`src/rtl/lcd_bus_reader.sv`:
```
// rtl/lcd_bus_reader.sv - HD44780 read-side bus sequencer with optional busy-flag polling
module lcd_bus_reader #(
  parameter int SETUP_CYC = 2,
  parameter int EN_HIGH   = 16,
  parameter int EN_LOW    = 25,
  parameter int POLL_MAX  = 4096
) (
  input  logic       iCLK,
  input  logic       iRST,
  input  logic       iStart,
  input  logic       iRS,
  input  logic       iPoll,
  input  logic [7:0] LCD_DATA_IN,
  output logic       LCD_RW,
  output logic       LCD_RS,
  output logic       LCD_EN,
  output logic       oBusy,
  output logic       oDone,
  output logic [7:0] oData,
  output logic       oTimeout
);

  localparam int PH_MAX = (SETUP_CYC > EN_HIGH) ?
                          ((SETUP_CYC > EN_LOW) ? SETUP_CYC : EN_LOW) :
                          ((EN_HIGH > EN_LOW) ? EN_HIGH : EN_LOW);
  localparam int PH_W   = $clog2(PH_MAX + 1);
  localparam int CNT_W  = $clog2(POLL_MAX + 1);

  typedef enum logic [2:0] {IDLE, SETUP, EN_HI, EN_LO, DONE} state_t;

  state_t           state, nextState;
  logic [PH_W-1:0]  phaseCnt;
  logic [CNT_W-1:0] readCnt;
  logic             rsLat;
  logic             pollLat;
  logic             phaseEnd;
  logic             inXfer;

  always_ff @(posedge iCLK) begin
    if (iRST) begin
      state    <= IDLE;
      phaseCnt <= '0;
      readCnt  <= '0;
      rsLat    <= 1'b0;
      pollLat  <= 1'b0;
      oData    <= 8'h00;
    end else begin
      state <= nextState;
      if (phaseEnd || state == IDLE || state == DONE)
        phaseCnt <= '0;
      else
        phaseCnt <= phaseCnt + 1'b1;
      if (state == IDLE && iStart) begin
        rsLat   <= iPoll ? 1'b0 : iRS;
        pollLat <= iPoll;
        readCnt <= '0;
      end
      // Sample on the edge that ends the final EN-high cycle
      if (state == EN_HI && phaseEnd) begin
        oData <= LCD_DATA_IN;
        if (readCnt < CNT_W'(POLL_MAX))
          readCnt <= readCnt + 1'b1;
      end
    end
  end

  always_comb begin
    phaseEnd  = 1'b0;
    nextState = state;
    case (state)
      IDLE: begin
        if (iStart) nextState = SETUP;
      end
      SETUP: begin
        phaseEnd = (phaseCnt == PH_W'(SETUP_CYC - 1));
        if (phaseEnd) nextState = EN_HI;
      end
      EN_HI: begin
        phaseEnd = (phaseCnt == PH_W'(EN_HIGH - 1));
        if (phaseEnd) nextState = EN_LO;
      end
      EN_LO: begin
        phaseEnd = (phaseCnt == PH_W'(EN_LOW - 1));
        if (phaseEnd) begin
          // oData[7] already holds the busy flag from the read just finished
          if (pollLat && oData[7] && readCnt < CNT_W'(POLL_MAX))
            nextState = SETUP;
          else
            nextState = DONE;
        end
      end
      DONE: begin
        nextState = IDLE;
      end
      default: begin
        nextState = IDLE;
      end
    endcase
  end

  always_comb begin
    inXfer   = 1'b0;
    LCD_RW   = 1'b0;
    LCD_RS   = 1'b0;
    LCD_EN   = 1'b0;
    oBusy    = 1'b0;
    oDone    = 1'b0;
    oTimeout = 1'b0;
    inXfer   = (state == SETUP) || (state == EN_HI) || (state == EN_LO);
    LCD_RW   = inXfer;
    LCD_RS   = inXfer & rsLat;
    LCD_EN   = (state == EN_HI);
    oBusy    = (state != IDLE);
    oDone    = (state == DONE);
    oTimeout = (state == DONE) & pollLat & oData[7];
  end

endmodule

```
`config.mk`:
```
export PLATFORM = sky130hd
export DESIGN_NAME = lcd_bus_reader
export DESIGN_NICKNAME = d
export VERILOG_FILES = /design/src/rtl/lcd_bus_reader.sv
export SDC_FILE = /design/constraint.sdc
export NUM_CORES = 1
export LEC_CHECK = 0
export ABC_AREA = 0
export BUFFER_PORTS_ARGS = -buffer_cell sky130_fd_sc_hd__buf_2
export CAP_MARGIN = 10
export CORE_MARGIN = 4
export CORE_UTILIZATION = 45
export DETAILED_ROUTE_END_ITERATION = 12
export PLACE_DENSITY = 0.7
export SLEW_MARGIN = 30
export SYNTH_ARGS = -nofsm -noshare
export SYNTH_HDL_FRONTEND = slang
export SYNTH_SLANG_ARGS = --single-unit
```
`constraint.sdc`:
```
create_clock -name iCLK -period 1.8 [get_ports iCLK]
set_input_delay 0 -clock iCLK [delete_from_list [all_inputs] [get_ports iCLK]]
set_output_delay 0 -clock iCLK [all_outputs]
set_load 0.01 [all_outputs]
```
After elaboration in Yosys (flattened, before gate mapping)
Cells that the tools add are included.
W data, S select, Z words.
{"block": "op_classes", "add_sub_neg": 2, "n_lt_le_gt_ge": 1, "n_eq_ne": 11, "n_mux": 11, "n_bitwise": 3, "reduce_logical": 12}
{"operator": "$mux W13", "count": 3}
{"operator": "$mux W3", "count": 5}
{"operator": "$add A13 B1 Y13 const B", "count": 1}
{"operator": "$lt A13 B13 Y1 const B", "count": 1}
{"operator": "$pmux W3 S4", "count": 1}
{"operator": "$eq A3 B2 Y1 const B", "count": 2}
{"operator": "$ne A2 B2 Y1 const B", "count": 3}
{"operator": "$add A5 B1 Y5 const B", "count": 1}
{"operator": "$eq A5 B1 Y1 const B", "count": 1}
{"operator": "$eq A5 B4 Y1 const B", "count": 1}
{"operator": "$eq A5 B5 Y1 const B", "count": 1}
{"operator": "$logic_and A1 B1 Y1", "count": 4}
{"operator": "$logic_or A1 B1 Y1", "count": 4}
{"operator": "$reduce_and A4 Y1", "count": 1}
{"operator": "$and A1 B1 Y1", "count": 3}
{"operator": "$eq A3 B1 Y1 const B", "count": 1}
{"operator": "$eq A3 B3 Y1 const B", "count": 1}
{"operator": "$logic_not A3 Y1", "count": 1}
{"operator": "$pmux W1 S3", "count": 1}
{"operator": "$reduce_bool A3 Y1", "count": 1}
{"operator": "$ne A2 B1 Y1 const B", "count": 1}
{"operator": "$reduce_or A2 Y1", "count": 1}
{"operator": "$mux W1", "count": 1}
{"block": "totals", "reg_bits": 31, "output_inout_bits": 14, "wordCells": 46}

Logic depth before layout (Yosys ltp)
Gate-level depths: netlist of the first run.
{"block": "logic_depth", "word_depth": 5, "depth_mapped": 8, "depth_no_buf": 6}

Worst setup path before layout of the first run
No wires, ideal clock.
{"block": "synth_path", "path_type": "flip-flop to flip-flop", "startpoint": "register phaseCnt[0]", "endpoint": "register readCnt[7]", "setup_time_ns": 0.121, "arrival_ns": 1.820, "path_slack_ns": -0.141, "stages_incl_launch_ff": 8, "period_less_slack_ns": 1.941, "cell_sequence": "dfxtp_1 ha_1 and3_1 ha_1 nand4bb_4 buf_6 nor4_2 mux2_2"}
{"block": "synth_via", "elab_chain_cells": 4, "word_cells_on_any_way": 6, "cone_classes": "eq/ne (3); mux (2); reduce/logical (1)"}
{"item": "from (decl)", "line": "32", "text": "logic [PH_W-1:0] phaseCnt;"}
{"item": "from (signal assigned)", "line": "52", "text": "phaseCnt <= phaseCnt + 1'b1;"}
{"item": "$eq A5 B5 Y1, or another cell as far along", "line": "83", "text": "phaseEnd = (phaseCnt == PH_W'(EN_LOW - 1));"}
{"item": "$pmux W1 S3 (*)", "line": "70", "text": "case (state)"}
{"item": "$logic_and A1 B1 Y1 (*)", "line": "59", "text": "if (state == EN_HI && phaseEnd) begin"}
{"item": "$mux W13 (*)", "line": "59"}
{"item": "to (signal assigned)", "line": "62", "text": "readCnt <= readCnt + 1'b1;"}
{"item": "to (decl)", "line": "33", "text": "logic [CNT_W-1:0] readCnt;"}
Every way passes the cells marked *; elsewhere a longest branch is shown, timed or not.
A chain may end at the register's enable or synchronous reset.

Worst setup path in the final report of the first run
{"block": "layout_path", "startpoint": "register phaseCnt[1]", "endpoint": "register readCnt[5]"}
Same word-level chain as after synthesis.

==> out/results.ini, run 1 <==
[outcome]
outcome = finished, violations left
violations = setup timing

[die]
dieArea_sq_um = 4570
die_w_microns = 67.6
die_h_microns = 67.6
rows = 21
ios = 27
initial_core_util_pct = 47.1
core-area_sq_um = 3390

[final_layout]
final_common_cell = dfxtp_1
mostFrequentLayoutCells = 29 x dfxtp_1, 26 x buf_2, 21 x nand2_1, 13 x a21oi_1
drive_gt1_share_pct = 35.0
fin_area_sq_um = 2110
nNetsFinal = 237
area_delta_synth_final_pct = 32.3
antenna_cells = 0

[worst_setup_path]
crit_family = simple AND/OR/NAND/NOR gates
cpMaxStageDelayCell = or4_1
cp.depth = 6
slowest_delay_ns = 0.54
start_kind = register
worstPathCellList = ha_4 -> and3_4 -> ha_4 -> nand4bb_4 -> or4_1 -> a21oi_2
crit_fanout = 7
cp_data_arrival_time_ns = 2.06
crit_path_frequent_cell = ha_4
path_class = register to register
r2r_cells = 6
critPathBufInv = 0
endpoint_kind = register
cp.required_ns = 2.05

[synthesis]
synth_area_sq_um = 1600
synthFlopType = dfxtp_1
synth_edf_count = 0
synth_xor_xnor_area_share_pct = 1.10
synth_cell_types = 46
yosysWarnings = 0
ys_ff_latch = 31
synth_compound_area_share_pct = 11.7
syn-num-nets = 193
synth_top_family_by_area = simple AND/OR/NAND/NOR gates
syn_inst = 175
synth_mux_area_share_pct = 4.93
yosys.area_share.simple_pct = 33.8
yosysSeqAreaShare_pct = 38.8
syn_avg_cell_area_sq_um = 9.13
yosys.area_share.adder_pct = 3.92
synth-async-reset-ratio_pct = 0

[drt]
detail-route-antenna-nets = 0
wire_per_inst_microns = 13.9
routed_wl_mm = 3.70
routed-via-count = 1466
dr.pass1.iters = 4
drc = 0
drtIter0Drc = 85
avgViaCountPerCell = 5.51

[hold_path]
holdCritPathClass = input port to register
hold_depth = 4

[place]
post-place-ws_ns = -0.0835
placed_cell_area_sq_um = 1840
gp_congestion = 0.712
io_buffers = 26
dp_hpwl_mm = 2.57

[cts]
path_clk_slew_ns = 0.10
clock_latency_ns = 0.33
clockBufferDepth = 2
cts_setup_buffers = 0
cts-root-buf = clkbuf_4
htreeDepth = 2
cts_sinks = 31
cts_tree = built
cts_inserted_buffers = 5

[sta]
worstMarginPinSlew_ns = 0.665
fin_crit_sh_pct = 100
fin_crit_ns = 1.80
rsz0062_at_grt = yes
layout_setup_ws_ns = -0.00357
fin_skew_ns = 0.0144
drv_slew = 0
fmax_ghz = 0.554
max_slew_margin_pct = 55.7
setup_viol = 1
hold_viol_final = 0

[global_routing]
grt.overflow.total = 0
grt_usage_pct = 18.0
grt_pass1_wl_mm = 6.21
grt_max_degree = 37
grt_pass1_vias = 1425
antenna_found_initial = 0

[pwr]
vdd_ir_drop_max_v = 0.000380
power_density_nw_per_um2 = 642
leakage_nw = 0.799

[job]
drv_cap = 0

-- worst reg2reg max path, cell delays in order, from the launching register on --
cell and delay (ns):
dfxtp_2 0.36, ha_4 0.13, and3_4 0.19, ha_4 0.17
nand4bb_4 0.20, or4_1 0.54, a21oi_2 0.16
-- stage by stage --
| step | hold WS, ns | TNS (ns) | util [%] | power, W | std cells |
|---|---|---|---|---|---|
| after floorplan | 0.136 | -0.0416 | - | 0.000789 | 175 |
| after global placement | 0.242 | -0.148 | 54.3 | 0.000824 | 247 |
| after detailed placement | 0.253 | -0.393 | 54.3 | 0.000829 | 247 |
| after CTS | 0.119 | -0.000421 | 61.1 | 0.00136 | 266 |
| after global routing | 0.182 | -0.437 | 62.4 | 0.00142 | 266 |
| final | 0.127 | -0.00357 | 62.4 | 0.00136 | 266 |
-- Yosys cell counts, types with 2 or more instances --
| master | count | area share (%) |
|---|---|---|
| or4_1 | 2 | 0.94 |
| dfxtp_1 | 31 | 39 |
| ha_1 | 5 | 3.9 |
| or3_1 | 4 | 1.6 |
| buf_2 | 4 | 1.3 |
| nand2_1 | 21 | 4.9 |
| o21ai_0 | 2 | 0.63 |
| nand3_1 | 5 | 1.6 |
| nor3b_1 | 6 | 2.8 |
| and3_1 | 2 | 0.78 |
| nand3b_1 | 2 | 0.94 |
| or4b_1 | 3 | 1.9 |
| o311ai_0 | 2 | 1.1 |
| mux2_2 | 6 | 4.2 |
| nor4b_1 | 2 | 1.1 |
| nor4_1 | 7 | 2.7 |
| and2_1 | 2 | 0.78 |
| nand2b_1 | 2 | 0.78 |
| nor2_1 | 11 | 2.6 |
| o211ai_1 | 3 | 1.4 |
| inv_1 | 6 | 1.4 |
| nand4_1 | 3 | 1.2 |
| a21oi_1 | 16 | 5.0 |
| buf_6 | 2 | 1.4 |
| clkbuf_1 | 5 | 1.2 |
-- worst paths after layout --
path                                  start          to  slack [ns]
worst max-delay path            phaseCnt[1]  readCnt[5]      -0.004
worst max register to register  phaseCnt[1]  readCnt[5]      -0.004
worst min register to register     oData[6]    oData[6]        0.46
worst min-delay path                 iStart    state[0]        0.13
-- final cells by class --
| type | count | area, sq um |
|---|---|---|
| repair buffers | 48 | 324 |
| clock inverters | 1 | 5.00 |
| well taps | 46 | 57.6 |
| inverters | 6 | 22.5 |
| multi-input cells | 127 | 1000 |
| clock buffers | 7 | 76.3 |
| fillers | 293 | 1270 |
| flip-flops and latches | 31 | 626 |
-- cell families (layout without fill, tap and decap cells) --
kind of cell,after synthesis,count (layout)
simple gates,82,83
flops,31,31
compound gates,30,30
buf+inv,18,62
mux,7,7
fa+ha+maj,5,5
xor+xnor,2,2
-- flip-flops by register name (all words and copies together) (netlist names) --
register / count
pollLat: 1
readCnt: 13
phaseCnt: 5
oData: 8
state: 3
rsLat: 1
-- timing repair --
item                                    in CTS  in global routing
hold endpoints to repair                    10                  0
endpoints found under the setup margin      11                 15
pin swaps                                    6                  1
cloned                                       1                  0
hold buffers                                10                  0
gates resized for setup                      5                 10
-- per-layer routing --
metal / GRT usage, % / up-vias / share of wire (%)
met5: 0 / - / 0
met1: 20.6 / 699 / 43
met3: 5.16 / 7 / 5.4
met2: 31.7 / 33 / 50
met4: 6.08 / 0 / 1.6
li1: - / 727 / -
-- power breakdown --
| group | internal (W) | leakage, nW | switching [W] |
|---|---|---|---|
| clock network | 0.000272 | 0.0464 | 0.000247 |
| logic | 0.0000662 | 0.501 | 0.0000686 |
| registers | 0.000693 | 0.252 | 0.00000995 |
| total | 0.00103 | 0.799 | 0.000326 |
Power figures use the tool's default switching activity.
==> run 2, diff against run 1 <==
Settings changed: SKIP_CTS_REPAIR_TIMING set to 1.
==> run 2 against run 1 <==
  * The flow still finishes with violations (setup timing)
  * Critical path depth unchanged
  * First-iteration DRC count decreased by 9.4%
  * Combinational power about the same
  * Cell count increased by 1.1%
  * Sequential cell count unchanged
  * Count of clock-buffer cells in the layout unchanged
  * Power increased by 0.16%
  * Non-clock buffer count increased by 3
  * Maximum frequency decreased by 0.59%
  * Final area increased by 3.4%
  * Critical endpoint unchanged
==> out/results.ini, run 2 (synthesis results as in run 1) <==
[outcome]
outcome = finished, violations left
violations = setup timing

[final_layout]
top_regs = readCnt: 13 flops, oData: 8 flops, phaseCnt: 5 flops
fin_area_sq_um = 2190
largest_reg_flops = 13
nNetsFinal = 240
final_core_util_pct = 64.5
mostFrequentLayoutCells = 29 x dfxtp_1, 26 x buf_2, 21 x nand2_1, 12 x a21oi_1
antenna_cells = 0
regMostFlops = readCnt
area_delta_synth_final_pct = 36.8
drive_gt1_share_pct = 36.3
final_common_cell = dfxtp_1

[sta]
layout_setup_ws_ns = -0.0142
fmax_ghz = 0.551
fin_crit_ns = 1.81
drv_slew = 0
fin_tns_setup_ns = -0.0227
fin_crit_sh_pct = 101
whs_ns = 0.127
hold_viol_final = 0
setup_viol = 3
fin_skew_ns = 0.0124
rsz0062_at_grt = yes
worstMarginPinSlew_ns = 0.696
max_slew_margin_pct = 53.6

[drt]
dr.pass1.iters = 4
routed-via-count = 1489
drc = 0
routed_wl_mm = 3.86
avgViaCountPerCell = 5.54
detail-route-antenna-nets = 0
wire_per_inst_microns = 14.4
drtIter0Drc = 77

[die]
initial_core_util_pct = 47.1
rows = 21
ios = 27
die_h_microns = 67.6
die_w_microns = 67.6
dieArea_sq_um = 4570
core-area_sq_um = 3390

[global_routing]
grt_max_degree = 37
grt_usage_pct = 16.7
use_met1_pct = 19.2
grt.overflow.total = 0
gr-usage-met2_pct = 29.4
grt_pass1_wl_mm = 5.79
grt_pass1_vias = 1353
busiest_layer = met2
antenna_found_initial = 0
grt_util_met3_pct = 4.99

[worst_setup_path]
reg2reg_to = readCnt[5]
start_kind = register
reg2reg_from = phaseCnt[0]
cp.required_ns = 2.06
cp-endpoint = readCnt[5]
r2r_cells = 6
crit_fanout = 7
path_class = register to register
worst-r2r-setup-slack_ns = -0.01
endpoint_kind = register
startpoint = phaseCnt[0]
cp_data_arrival_time_ns = 2.07

[cts]
cts_tree = built
cts_inserted_buffers = 5
clock_latency_ns = 0.34
htreeDepth = 2
path_clk_slew_ns = 0.10
cts-root-buf = clkbuf_4
cts_sinks = 31
clockBufferDepth = 2

[pwr]
vdd_ir_drop_max_v = 0.000463
power_density_nw_per_um2 = 622
leakage_nw = 0.869

[job]
drv_cap = 0

[place]
dp_hpwl_mm = 2.57
io_buffers = 26
gp_congestion = 0.712
placed_cell_area_sq_um = 1840
post-place-ws_ns = -0.0835

[hold_path]
holdCritPathClass = input port to register

## run 2: cell types whose count changed in the layout (fill, tap and decap cells not counted)
cell     previous run  this run
nor4_2              4         1
nor4_4              1         4
buf_6               1         4
mux2_4              1         3
a21oi_2             3         4
mux2_2              6         4
a21oi_1            13        12
## run 2: final cells by class
class                      instances  area [sq um]
clock inverter                     1          5.00
sequential                        31           626
tap                               46          57.6
fill                             286          1200
inverter                           6          22.5
clock buffer                       7          76.3
timing repair buffer              51           358
multi-input combinational        127          1040
## run 2: through the flow
stage               power [W]  std cells
finish                0.00136        269
global route          0.00142        269
CTS                   0.00134        255
detailed placement   0.000829        247
global placement     0.000824        247
floorplan            0.000789        175
## run 2: routing by layer
metal	up-vias	wire [microns]
li1	734	-
met1	706	1660
met2	42	1950
met3	7	211
met4	0	46
met5	-	0
## run 2: critical path, stage by stage, from the launching register on
cell       delay, ns
dfxtp_4         0.36
ha_4            0.13
and3_4          0.18
ha_4            0.16
nand4bb_4       0.21
or4_1           0.55
a21oi_2         0.15
## run 2: worst min-delay path by stage
stage,from,cells after the start,end,slack (ns)
CTS,LCD_DATA_IN[5],3,oData[5],-0.11
detailed placement,LCD_DATA_IN[5],3,oData[5],0.25
global route,iStart,4,state[0],0.18
finish,iStart,4,state[0],0.13
global placement,LCD_DATA_IN[3],3,oData[3],0.24
floorplan,iPoll,2,pollLat,0.14
## run 2: where the power goes
| group | internal [W] | switching [W] |
|---|---|---|
| logic | 0.0000663 | 0.0000697 |
| registers | 0.000693 | 0.0000102 |
| clock network | 0.000272 | 0.000248 |
| total | 0.00103 | 0.000328 |
